$ cat src/rtl/keypad_pkg.sv
// Shared keypad definitions: FSM state encoding and key layout table.
// The scanner side uses the same layout, so both ends agree on where every key sits.
package keypad_pkg;

  localparam int CNT_W = 10;

  typedef enum logic [1:0] {
    IDLE    = 2'd0,
    PRESS   = 2'd1,
    RELEASE = 2'd2,
    DONE    = 2'd3
  } kp_state_t;

  typedef struct packed {
    logic [1:0] row;
    logic [1:0] col;
  } kp_pos_t;

  // Layout: row0 = 1 2 3 A, row1 = 4 5 6 B, row2 = 7 8 9 C, row3 = 0 F E D
  function automatic kp_pos_t key_pos(input logic [3:0] key);
    kp_pos_t p;
    case (key)
      4'h1: p = '{2'd0, 2'd0};
      4'h2: p = '{2'd0, 2'd1};
      4'h3: p = '{2'd0, 2'd2};
      4'hA: p = '{2'd0, 2'd3};
      4'h4: p = '{2'd1, 2'd0};
      4'h5: p = '{2'd1, 2'd1};
      4'h6: p = '{2'd1, 2'd2};
      4'hB: p = '{2'd1, 2'd3};
      4'h7: p = '{2'd2, 2'd0};
      4'h8: p = '{2'd2, 2'd1};
      4'h9: p = '{2'd2, 2'd2};
      4'hC: p = '{2'd2, 2'd3};
      4'h0: p = '{2'd3, 2'd0};
      4'hF: p = '{2'd3, 2'd1};
      4'hE: p = '{2'd3, 2'd2};
      default: p = '{2'd3, 2'd3}; // 4'hD
    endcase
    return p;
  endfunction

endpackage

$ cat src/rtl/key_to_rowcol.sv
// Combinational key value to (row, col) index lookup.
module key_to_rowcol
  import keypad_pkg::*;
(
  input  logic [3:0] key,
  output logic [1:0] row_idx,
  output logic [1:0] col_idx
);

  kp_pos_t pos;

  assign pos     = key_pos(key);
  assign row_idx = pos.row;
  assign col_idx = pos.col;

endmodule

$ cat src/rtl/keypad_emulator.sv
// Types a latched 4-digit hex code (plus optional enter) into a matrix-keypad
// scanner by pulling the current key's row low whenever its column is strobed.
module keypad_emulator
  import keypad_pkg::*;
#(
  parameter int         HOLD_CYC  = 64,
  parameter int         GAP_CYC   = 64,
  parameter logic [3:0] ENTER_KEY = 4'hE
) (
  input  logic        divclk,
  input  logic        rst,
  input  logic        start,
  input  logic [15:0] code,
  input  logic        send_enter,
  input  logic [3:0]  col,
  output logic [3:0]  row,
  output logic        busy,
  output logic        done,
  output logic [2:0]  key_idx
);

  localparam logic [CNT_W-1:0] HOLD_LAST = CNT_W'(HOLD_CYC - 1);
  localparam logic [CNT_W-1:0] GAP_LAST  = CNT_W'(GAP_CYC - 1);

  kp_state_t        state_q, state_d;
  logic [CNT_W-1:0] cnt_q, cnt_d;
  logic [2:0]       idx_q, idx_d;
  logic [15:0]      code_q, code_d;
  logic             enter_q, enter_d;

  logic [3:0] cur_key;
  logic [1:0] cur_row, cur_col;

  always_ff @(posedge divclk) begin
    if (rst) begin
      state_q <= IDLE;
      cnt_q   <= '0;
      idx_q   <= '0;
      code_q  <= '0;
      enter_q <= 1'b0;
    end else begin
      state_q <= state_d;
      cnt_q   <= cnt_d;
      idx_q   <= idx_d;
      code_q  <= code_d;
      enter_q <= enter_d;
    end
  end

  always_comb begin
    state_d = state_q;
    cnt_d   = cnt_q;
    idx_d   = idx_q;
    code_d  = code_q;
    enter_d = enter_q;
    case (state_q)
      IDLE: if (start) begin
        code_d  = code;
        enter_d = send_enter;
        idx_d   = '0;
        cnt_d   = '0;
        state_d = PRESS;
      end
      PRESS: begin
        if (cnt_q == HOLD_LAST) begin
          cnt_d   = '0;
          state_d = RELEASE;
        end else begin
          cnt_d = cnt_q + 1'b1;
        end
      end
      RELEASE: begin
        if (cnt_q == GAP_LAST) begin
          cnt_d = '0;
          // Last key is index 3, or 4 when the enter key is appended
          if (idx_q < (enter_q ? 3'd4 : 3'd3)) begin
            idx_d   = idx_q + 1'b1;
            state_d = PRESS;
          end else begin
            state_d = DONE;
          end
        end else begin
          cnt_d = cnt_q + 1'b1;
        end
      end
      default: state_d = IDLE;
    endcase
  end

  always_comb begin
    case (idx_q)
      3'd0:    cur_key = code_q[15:12];
      3'd1:    cur_key = code_q[11:8];
      3'd2:    cur_key = code_q[7:4];
      3'd3:    cur_key = code_q[3:0];
      default: cur_key = ENTER_KEY;
    endcase
  end

  key_to_rowcol u_lookup (
    .key     (cur_key),
    .row_idx (cur_row),
    .col_idx (cur_col)
  );

  // Row follows the live column strobe so the scanner sees a wired switch
  always_comb begin
    row = 4'b1111;
    if (state_q == PRESS && !col[cur_col]) row[cur_row] = 1'b0;
  end

  assign busy    = (state_q == PRESS) || (state_q == RELEASE);
  assign done    = (state_q == DONE);
  assign key_idx = idx_q;

endmodule

$ cat config.mk
export PLATFORM = sky130hd
export DESIGN_NAME = keypad_emulator
export DESIGN_NICKNAME = d
export VERILOG_FILES = /design/src/rtl/keypad_pkg.sv /design/src/rtl/key_to_rowcol.sv /design/src/rtl/keypad_emulator.sv
export SDC_FILE = /design/constraint.sdc
export NUM_CORES = 1
export LEC_CHECK = 0
export ABC_AREA = 1
export BUFFER_PORTS_ARGS = -buffer_cell sky130_fd_sc_hd__buf_4
export CORE_MARGIN = 2
export CORE_UTILIZATION = 55
export CTS_BUF_LIST = sky130_fd_sc_hd__clkbuf_2 sky130_fd_sc_hd__clkbuf_4 sky130_fd_sc_hd__clkbuf_8
export DETAILED_ROUTE_END_ITERATION = 6
export GPL_TIMING_DRIVEN = 0
export PLACE_DENSITY_LB_ADDON = 0.05
export SYNTH_ARGS = -nofsm -noshare
export SYNTH_HDL_FRONTEND = slang
export SYNTH_SLANG_ARGS = --single-unit
$ cat constraint.sdc
create_clock -name divclk -period 5.9 [get_ports divclk]
set_input_delay 1.18 -clock divclk [delete_from_list [all_inputs] [get_ports divclk]]
set_output_delay 1.18 -clock divclk [all_outputs]
set_load 0.05 [all_outputs]
# Word level (Yosys, flattened, before mapping)
# Memories as Yosys holds them, arrays and structs flattened.
# Index checks and enable logic that the tools add are counted.
# totals
reg_bits,32
mem_bits_ro,64
in_bits,24
out_inout_bits,9
word_cells,56
mem_count,1
# op_classes
addsub,2
n_lt_le_gt_ge,4
n_eq_ne,11
muxes,19
bitwise_logic,1
reduce_logical,13
# memory_table
name,depth,width,rd,rd_ports_with_merged_regs,write_ports,line_no,rtl
(name not given),16,4,1,0,0,keypad_pkg.sv:22,case (key)
# op_table
cell,n
10-bit two-way mux,2
10-bit one-hot mux with 2 select lines,1
4-bit one-hot mux with 4 select lines,1
3-bit two-way mux,4
10-bit by 1-bit adder with 10-bit output (second input constant),1
10-bit by 6-bit equality test with 1-bit output (second input constant),1
2-bit two-way mux,4
2-bit inequality test (second input constant),4
3-bit by 2-bit equality test with 1-bit output (second input constant),2
2-bit by 3-bit less-than comparator with 1-bit output (second input constant),2
2-bit one-hot mux with 3 select lines,1
3-bit one-hot mux with 2 select lines,1
2-bit equality test (second input constant),2
4-bit two-way mux,1
4-bit inverter,1
2-bit AND reduction,2
4-bit AND reduction,1
2-bit nonzero test,2
3-bit by 1-bit adder with 3-bit output (second input constant),1
3-bit by 1-bit equality test with 1-bit output (second input constant),1
3-bit logical NOT,1
3-bit less-than comparator,1
3-bit AND reduction,1
1-bit binary-select mux with 2-bit select,1
other kinds (9),11

# Depth between registers and ports, before layout
# Gate-level depths: netlist of the first run.
# An unclocked memory read counts as a cell.
# depth
depth_word,9
ltp_mapped,14
mapped_depth_nobuf,13

# Hierarchy
# A second synthesis of the first run with hierarchy kept.
# unflattened
cells_unflattened,284
hier_area_um2,1879.3
# modules_own_cells
mod,n_inst,cells_each,area_each_um2,seq_area_each_um2
keypad_emulator,1,253,1751.7,640.6
key_to_rowcol,1,31,127.6,0.0

# Worst setup path before layout of the first run
# OpenSTA, ideal clock, no wires.
# synth_timing
path_type,flip-flop to output port
from,"register idx_q[2], in the netlist key_idx[2]"
to,output row[1]
t_arrival_ns,2.463
required_ns,4.720
setup_slack_ns,2.257
stages_incl_launch_ff,14
n_path_buf,1
path_cell_list,dfxtp_1 > inv_2 > buf_6 > ha_1 > nand2_1 > nand2_1 > nor2_2 > nand2_2 > nor2_1 > inv_1 > nand3_1 > nand2_1 > nor2_1 > nand4_1
# synth_between
elab_chain_cells,9
elab_cells_between_ends,17
cone_classes,order compare: 2; eq/ne: 3; mux: 6; bitwise: 1; reduce/logical: 4; memory: 1
# synth_rtl
element,line_no,rtl
"start, declared",keypad_emulator.sv:27,"logic [2:0] idx_q, idx_d;"
"start signal, assigned",keypad_emulator.sv:44,idx_q <= idx_d;
3-bit by 2-bit equality test with 1-bit output (tied with other cells),keypad_emulator.sv:91,case (idx_q)
4-bit one-hot mux with 4 select lines *,keypad_emulator.sv:91,
memory read 16 x 4 bit *,n/a,
2-bit by 3-bit less-than comparator with 1-bit output (not written as such) / 2-bit by 1-bit >= comparator with 1-bit output (equally long branches),keypad_emulator.sv:109,if (state_q == PRESS && !col[cur_col]) row[cur_row] = 1'b0;
1-bit logical AND (not written as such),keypad_emulator.sv:109,
1-bit two-way mux (not written as such),keypad_emulator.sv:109,
1-bit demux with 2-bit select,keypad_emulator.sv:109,
4-bit inverter (no source line),n/a,
4-bit two-way mux *,keypad_emulator.sv:109,
"end, declared",keypad_emulator.sv:16,"output logic [3:0] row,"
# Mark *: on every way between the ends. The rest lies on a longest branch, timed or not. The select of a mux whose other input is x is not followed.

# Final worst setup path of the first run
# layout_timing
from,"register idx_q[2], in the netlist key_idx[2]"
to,output row[3]
# The elaborated chain is that of the path after synthesis.

==> flow_metrics.tcl, run 1 <==
set metrics [dict create \
    status "finished clean" \
    crit_buf_inv 3 \
    gp_congestion 0.782 \
    async_reset_ff_frac 0 \
    dp_slack_ns 2.58 \
    multi_input_comb_area_sq_um 1140 \
    remaining_drc_errors 0 \
    ant_nets 0 \
    crit_path_start_kind "register" \
    pwr-share-clk 0.122 \
    portBuffers 32 \
    rows 21 \
    synth_nets 312 \
    grt_usage 0.215 \
    synth-edff-count 0 \
    final_cell_area_sq_um 2300 \
    die_w_um 63.4 \
    critical-path-top-delay-family "simple AND/OR/NAND/NOR gates" \
    irDropWorstVdd_v 0.000285 \
    worstMarginPinSlew_ns 0.425 \
    setup_tns_ns 0 \
    cts_setup_buffers 0 \
    drt_wl_total_um 3790 \
    path_common_cell "nand2_1" \
    cellLeakagePower_nw 1.06 \
    p_int_w 0.000567 \
    hold_viol 0 \
    ctsLongestPathBuffers 2 \
    switchingPower_w 0.000565 \
    p_per_area_nw_per_um2 491 \
    antenna_found_initial 0 \
    fillers 329 \
    slowest_delay_ns 0.41 \
    overflow 0 \
    switching_share 0.499 \
    clk_latency_ns 0.33 \
    via_count 1821 \
    drt_first_pass_iters 4 \
    final_nets 351 \
    synth_common_cells "46 x nor2_1, 35 x nand2_1, 32 x dfxtp_1" \
    wl_per_cell_um 10.5 \
    die_h_um 63.4 \
    hp-class "reg2reg" \
    drv_cap 0 \
    core_sq_um 3360 \
    yosysWarningCount 0 \
    synth_most_common_cell "nor2_1" \
    start_util 0.577 \
    place_area_sq_um 2240 \
    num_antenna_cells 0 \
    syn-cell-area_sq_um 1940 \
    cp.arrival_ns 2.49 \
    ys_types 33 \
    cts_root_buf "clkbuf_4" \
    path_class "reg2out" \
    layout_min_cycle_time_ns 3.67 \
    rsz0062_at_grt "false" \
    crit_slowest_cell "dfxtp_1" \
    synth_area_leaders "dfxtp_1 33%, nor2_1 8.9%, ha_1 8.4%" \
    end_kind "output port" \
    dieArea_sq_um 4020 \
    fin_skew_ns 0.00764 \
    grt_pass1_vias 1713 \
    cts_sinks 32 \
    first_iter_violations 74 \
    grt_pass1_wl_um 6930 \
    io_pins 33 \
    syn_avg_cell_area_sq_um 7.06 \
    fin_ws_ns 2.23 \
    cts_inserted_buffers 5 \
    finalCritPeriodShare 0.622 \
    syn_inst 275 \
    crit_fanout 10 \
    cts_tree "built" \
    ys_seq_area_frac 0.330 \
    ys.flop_type "dfxtp_1" \
    dpl.hpwl_um 3000 \
    p_comb_frac 0.611 \
    cts-hold-fix-buffers 0 \
    seqPwrFrac 0.266 \
    setup_violations 0 \
    clk_pin_slew_worst_paths_ns 0.10 \
    drv_slew 0 \
    ys_ff_latch 32 \
    max_freq_ghz 0.273 \
    post_cts_resized 0 \
    synth_top_area_share 0.330 \
    synth.largest_area_cell "dfxtp_1" \
    cp_data_required_time_ns 4.72 \
    relSlewSlack 0.716 \
    crit_chain "inv_2 > buf_6 > ha_1 > nand2_1 > nand2_1 > nor2_2 > nand2_2 > nand2_2 > nand2_1 > o21ai_1 > nand2_1 > nor2_1 > nand4_1 > buf_4" \
    seq_area_sq_um 641 \
    vias_per_cell 5.06 \
    power.total_w 0.00113 \
    drive_gt1_frac 0.261 \
    grt_max_degree 11 \
    area_growth_pct 18.7 \
    h-tree-depth 2 \
]
==> cell usage in the layout, fill, tap and decap left out, types with 2 or more instances in the layout <==
cell type  count
a211oi_1       2
a21oi_1       15
buf_4         32
clkbuf_1       4
clkbuf_4       5
clkbuf_8       2
dfxtp_1       32
ha_1          13
inv_1         24
inv_2          8
nand2_1       35
nand2_2       10
nand3_1       19
nand3_2        8
nand4_1        7
nor2_1        46
nor2_2         7
nor3_1         4
nor3b_1        2
o21ai_0       20
o21ai_1        4
==> logic make-up (layout without fill, tap and decap cells) <==
| group | after synthesis | in the layout | synth area share |
|---|---|---|---|
| fa+ha+maj | 13 | 13 | 0.0838 |
| compound gates | 46 | 46 | 0.128 |
| flops | 32 | 32 | 0.330 |
| simple gates | 145 | 145 | 0.377 |
| buf+inv | 39 | 78 | 0.0806 |
==> state kept, by name, indices dropped and copies added (netlist names) <==
| register | flops |
|---|---|
| key_idx | 3 |
| cnt_q | 10 |
| state_q | 2 |
| code_q | 16 |
| enter_q | 1 |
==> worst paths after layout <==
path,depth (start not counted),from,to,slack [ns]
max,14,key_idx[2],row[3],2.23
min,2,cnt_q[1],cnt_q[1],0.49
max reg2reg,10,state_q[0],cnt_q[7],3.91
min reg2reg,2,cnt_q[1],cnt_q[1],0.49
==> power groups by stage <==
| stage | combinational (W) | sequential [W] | clock, W |
|---|---|---|---|
| global route | 0.000794 | 0.000308 | 0.000153 |
| detailed placement | 0.000695 | 0.000307 | 0 |
| floorplan | 0.000546 | 0.000317 | 0 |
| global placement | 0.000681 | 0.000306 | 0 |
| finish | 0.000692 | 0.000301 | 0.000139 |
| CTS | 0.000698 | 0.000302 | 0.000143 |
==> stage by stage <==
step | hold slack, ns | utilization | std cells
floorplan | 0.455 | - | 275
global placement | 0.467 | 0.666 | 353
detailed placement | 0.476 | 0.666 | 353
CTS | 0.493 | 0.685 | 360
global route | 0.514 | 0.685 | 360
finish | 0.490 | 0.685 | 360
==> layer usage <==
layer / share of wire / up-vias / GRT usage
met5: 0 / - / 0
met4: 0.015 / 0 / 0.0815
met3: 0.029 / 5 / 0.0446
met2: 0.50 / 22 / 0.383
met1: 0.46 / 813 / 0.251
li1: - / 981 / -
==> worst reg2reg max path: cells and delay by family, from the launching register on <==
kind | cells | cell delay, ns
AO/OA/AOI/OAI | 3 | 0.53
adder cells (fa/ha/maj) | 1 | 0.23
buffers and inverters | 4 | 0.42
flip-flops | 1 | 0.46
AND/OR/NAND/NOR | 2 | 0.26
==> area by class of cell <==
class / count / share of cell area
timing repair buffer: 32 / 0.104
sequential: 32 / 0.278
multi-input combinational: 204 / 0.496
clock buffer: 7 / 0.0282
buffer: 6 / 0.0136
tap: 46 / 0.0250
inverter: 33 / 0.0543
Note: power is estimated with default switching activity, not from simulation.
==> run 2: changes to the inputs <==
- ABC_AREA: 1 -> 0
- clock period: 5.9 -> 3.4 ns (I/O delays scaled with it)
==> flow_metrics.tcl, run 2 <==
set metrics [dict create \
    overflow 0 \
    yosysWarningCount 0 \
    finalCritPeriodShare 0.966 \
    dp.cells 321 \
    cts-hold-fix-buffers 0 \
    place_area_sq_um 2170 \
    syn_inst 243 \
    drv_slew 0 \
    cts_tree "built" \
    p_comb_frac 0.272 \
    cts_root_buf "clkbuf_4" \
    final_nets 323 \
    syn-cell-area_sq_um 1870 \
    switchingPower_w 0.000311 \
    synth.largest_area_cell "dfxtp_1" \
    final_cell_area_sq_um 2380 \
    layout_min_cycle_time_ns 3.29 \
    drv_cap 0 \
    ys_seq_area_frac 0.343 \
    irDropWorstVdd_v 0.000377 \
    critical-path-top-delay-family "compound AO/OA/AOI/OAI gates" \
    final_common_cell "nand2_1" \
    start_util 0.565 \
    via_count 1841 \
    ys.flop_type "dfxtp_1" \
    core_sq_um 3310 \
    final_util 0.719 \
    end_kind "output port" \
    cp.arrival_ns 2.61 \
    p_per_area_nw_per_um2 412 \
    path_class "reg2out" \
    ctsLongestPathBuffers 2 \
    synth_area_leaders "dfxtp_1 34%, nand2_1 10%, ha_1 8.7%" \
    slowest_delay_ns 0.49 \
    wl_per_cell_um 13.4 \
    rows 21 \
    grt_pass1_vias 1740 \
    crit_slowest_cell "or4b_1" \
    fin_ws_ns 0.114 \
    async_reset_ff_frac 0 \
    io_pins 33 \
    dieArea_sq_um 3880 \
    final_cell_mix "51 x nand2_1, 32 x buf_4, 29 x dfxtp_1, 28 x a21oi_1, 21 x nor2_1" \
    num_antenna_cells 0 \
    vias_per_cell 5.53 \
    largest_reg_flops 16 \
    status "finished clean" \
    setup_tns_ns 0 \
    synth-edff-count 0 \
    drive_gt1_frac 0.226 \
    ys_types 39 \
    grt_pass1_wl_um 7200 \
    crit_fanout 10 \
    cellLeakagePower_nw 0.907 \
    cp_data_required_time_ns 2.72 \
    ant_nets 0 \
    die_w_um 62.3 \
    final_cells 333 \
    synth_common_cells "51 x nand2_1, 32 x dfxtp_1, 29 x a21oi_1" \
    dp_slack_ns 0.245 \
    pwr-share-clk 0.299 \
    setup_violations 0 \
    drt_first_pass_iters 4 \
    synth_nets 280 \
    die_h_um 62.3 \
    gp_congestion 0.805 \
    worstMarginPinSlew_ns 0.523 \
    p_int_w 0.000669 \
    hold_viol 0 \
    crit_buf_inv 3 \
    portBuffers 32 \
    area_growth_pct 27.3 \
    first_iter_violations 107 \
    grt_max_degree 11 \
    hp-class "reg2reg" \
    drt_wl_total_um 4470 \
    clk_pin_slew_worst_paths_ns 0.10 \
    syn_avg_cell_area_sq_um 7.69 \
    grt_usage 0.229 \
    ys_ff_latch 32 \
    h-tree-depth 2 \
    switching_share 0.318 \
    cts_sinks 32 \
    remaining_drc_errors 0 \
    synth_top_area_share 0.343 \
    synth_most_common_cell "nand2_1" \
    fillers 296 \
    antenna_found_initial 0 \
    crit_chain "buf_6 > inv_2 > ha_4 > nand2_1 > o211a_4 > or4b_1 > a311o_1 > o2111a_2 > nand3_1 > buf_6" \
    seqPwrFrac 0.430 \
    max_freq_ghz 0.304 \
    relSlewSlack 0.651 \
    fin_skew_ns 0.00915 \
    cts_inserted_buffers 5 \
    rsz0062_at_grt "false" \
    clk_latency_ns 0.33 \
    dpl.hpwl_um 3160 \
    top_register "code_q" \
    crit_path_start_kind "register" \
    path_common_cell "buf_6" \
]
run 2: cell types whose count changed in the layout (fill, tap and decap cells not counted), sizes merged, moves of 13 or more:
| cell | previous run | this run |
|---|---|---|
| a21oi | 16 | 29 |
| inv | 32 | 13 |
| nand3 | 27 | 8 |
| nor2 | 54 | 21 |
| o21ai | 25 | 12 |
run 2: layer usage:
layer,track usage,wire length [um],vias up,part of all wire
met3,0.0489,183,8,0.041
met1,0.250,1830,867,0.41
met5,0,0,-,0
li1,-,-,928,-
met2,0.421,2370,38,0.53
met4,0.106,94,0,0.021
run 2: cell families after synthesis:
| group | synth area share |
|---|---|
| mux | 0.0167 |
| simple gates | 0.254 |
| xor+xnor | 0.0328 |
| buf+inv | 0.0462 |
| compound gates | 0.220 |
| fa+ha+maj | 0.0870 |
| flops | 0.343 |
run 2: repair_timing:
action | in CTS | in global routing
hold endpoints to repair | 0 | 0
resized for setup | 7 | 17
setup endpoints to repair | 4 | 4
pin swaps | 2 | 2
gates cloned | 0 | 0
setup buffers | 2 | 2
run 2: worst reg2reg max path: stages, from the launching register on:
cell and delay [ns]:
dfxtp_1 0.46, inv_1 0.11, ha_1 0.26, nor2b_1 0.21
nor2_1 0.35, nand2_1 0.19, or3_1 0.38, a21oi_1 0.15
run 2: cell type report:
type | count | area (sq um) | share of cell area
timing repair buffer | 36 | 285 | 0.120
clock buffer | 6 | 45.0 | 0.0189
inverter | 13 | 53.8 | 0.0226
sequential | 32 | 652 | 0.274
clock inverter | 2 | 35.0 | 0.0147
tap | 46 | 57.6 | 0.0242
multi-input combinational | 190 | 1210 | 0.510
buffer | 8 | 37.5 | 0.0158
run 2: final timing paths:
kind,slack [ns],cells past startpoint,to,from
setup reg to reg,1.24,7,cnt_q[8],state_q[0]
setup / recovery,0.11,10,row[0],key_idx[2]
hold reg to reg,0.46,2,code_q[6],code_q[6]
hold / removal,0.46,2,code_q[6],code_q[6]
run 2: power groups by stage:
stage / combinational [W] / clock, W / sequential (W)
2_1_floorplan: 0.000185 / 0 / 0.000426
3_3_place_gp: 0.000253 / 0 / 0.000429
3_5_place_dp: 0.000255 / 0 / 0.000430
4_1_cts: 0.000262 / 0.000298 / 0.000422
5_1_grt: 0.000296 / 0.000316 / 0.000425
6_report: 0.000266 / 0.000293 / 0.000421
run 2: metrics by stage:
| stage | hold slack (ns) | power (W) |
|---|---|---|
| global placement | 0.442 | 0.000682 |
| finish | 0.465 | 0.000980 |
| detailed placement | 0.451 | 0.000685 |
| CTS | 0.464 | 0.000981 |
| floorplan | 0.430 | 0.000612 |
| global route | 0.487 | 0.00104 |
==> run 3: changes to the inputs <==
==> constraint.sdc (replaced) <==
create_clock -name divclk -period 3.4 [get_ports divclk]
set_input_delay 0.34 -clock divclk [delete_from_list [all_inputs] [get_ports divclk]]
set_output_delay 0.34 -clock divclk [all_outputs]
set_load 0.05 [all_outputs]
==> flow_metrics.tcl, run 3 (same netlist as run 2, synthesis figures left out) <==
set metrics [dict create \
    io_pins 33 \
    final_common_cell "nand2_1" \
    dpl.hpwl_um 3100 \
    via_count 1810 \
    drv_cap 0 \
    power.total_w 0.000973 \
    area_growth_pct 20.7 \
    cp.arrival_ns 2.87 \
    portBuffers 32 \
    top_usage_layer "met2" \
    h-tree-depth 2 \
    drv_slew 0 \
    max_freq_ghz 0.312 \
    r2r_slack_ns 1.32 \
    clk_pin_slew_worst_paths_ns 0.10 \
    cts_tree "built" \
    gp_congestion 0.819 \
    cellLeakagePower_nw 0.877 \
    worstMarginPinSlew_ns 0.535 \
    die_w_um 62.3 \
    drt_wl_total_um 4120 \
    grtUsageMet2 0.394 \
    status "finished clean" \
    rows 21 \
    vias_per_cell 5.48 \
    remaining_drc_errors 0 \
    drive_gt1_frac 0.176 \
    dieArea_sq_um 3880 \
    antenna_found_initial 0 \
    drt_first_pass_iters 4 \
    met1_usage 0.255 \
    path_class "reg2out" \
    rsz0062_at_grt "false" \
    cts_root_buf "clkbuf_4" \
    grt_max_degree 11 \
    overflow 0 \
    core_sq_um 3310 \
    wl_per_cell_um 12.5 \
    num_antenna_cells 0 \
    cp_data_required_time_ns 3.06 \
    hp-class "in2reg" \
    cts_sinks 32 \
    clk_latency_ns 0.34 \
    final_nets 320 \
    hold_viol 0 \
    layout_min_cycle_time_ns 3.21 \
    first_iter_violations 130 \
    grt_pass1_vias 1658 \
    top_register "code_q" \
    grt_usage 0.222 \
    end_kind "output port" \
    largest_reg_flops 16 \
    cts_inserted_buffers 5 \
    met3_usage 0.0543 \
    p_per_area_nw_per_um2 431 \
    fin_skew_ns 0.00464 \
    ctsLongestPathBuffers 2 \
    crit_path_start_kind "register" \
    fillers 317 \
    setup_violations 0 \
    start_util 0.565 \
    finalCritPeriodShare 0.944 \
    setup_tns_ns 0 \
    final_cell_mix "51 x nand2_1, 33 x buf_4, 31 x dfxtp_1, 29 x a21oi_1, 21 x nor2_1" \
    crit_fanout 7 \
    die_h_um 62.3 \
    ant_nets 0 \
    irDropWorstVdd_v 0.000307 \
    relSlewSlack 0.643 \
    grt_pass1_wl_um 6990 \
]
-- run 3: changes by cell type in the layout (fill, tap and decap cells not counted), sizes merged --
| cell | before | now |
|---|---|---|
| buf | 37 | 34 |
-- run 3: cell type report --
class	instances	area, sq um	area share
Tap cell	46	57.6	0.0255
Sequential cell	32	642	0.285
Multi-Input combinational cell	190	1140	0.506
Buffer	8	37.5	0.0166
Inverter	13	48.8	0.0216
Clock buffer	6	45.0	0.0200
Timing Repair Buffer	33	248	0.110
Clock inverter	2	35.0	0.0155
-- run 3: timing repair --
action,CTS,global route
gates resized for setup,0,1
setup endpoints to repair,0,3
setup buffers,0,1
hold buffers,0,0
-- run 3: path summary, 6_finish.rpt --
| kind | from | to | cells after the start |
|---|---|---|---|
| worst max-delay path | key_idx[0] | row[1] | 9 |
| worst min-delay path | rst | enter_q | 2 |
| worst max register to register | cnt_q[6] | key_idx[1] | 6 |
| worst min register to register | code_q[6] | code_q[6] | 2 |
-- run 3: metrics by stage --
stage	area [sq um]	std cells	utilization	hold WS (ns)	setup WS, ns
2_1_floorplan	1870	243	-	0.409	0.250
3_3_place_gp	2170	321	0.655	0.442	0.521
3_5_place_dp	2170	321	0.655	0.449	0.499
4_1_cts	2250	329	0.679	0.188	0.103
5_1_grt	2260	330	0.681	0.181	0.0252
6_report	2260	330	0.681	0.196	0.191
-- run 3: per-layer routing --
metal  wire length, um  up-vias
li1                  -      930
met1              1800      853
met2              2160       21
met3               120        6
met4                50        0
met5                 0        -
-- run 3: where the power goes --
part           switching [W]  total (W)  internal [W]
Sequential         0.0000209   0.000422      0.000401
Clock               0.000134   0.000296      0.000162
Combinational       0.000153   0.000256      0.000102
-- run 3: worst max-delay path: stages (launching register included) --
cell and delay (ns):
dfxtp_1 0.47, inv_1 0.10, ha_1 0.27, a22oi_1 0.19, o211ai_1 0.19, or4b_1 0.49
a311o_1 0.36, o2111a_2 0.19, nand3_1 0.08, buf_4 0.20
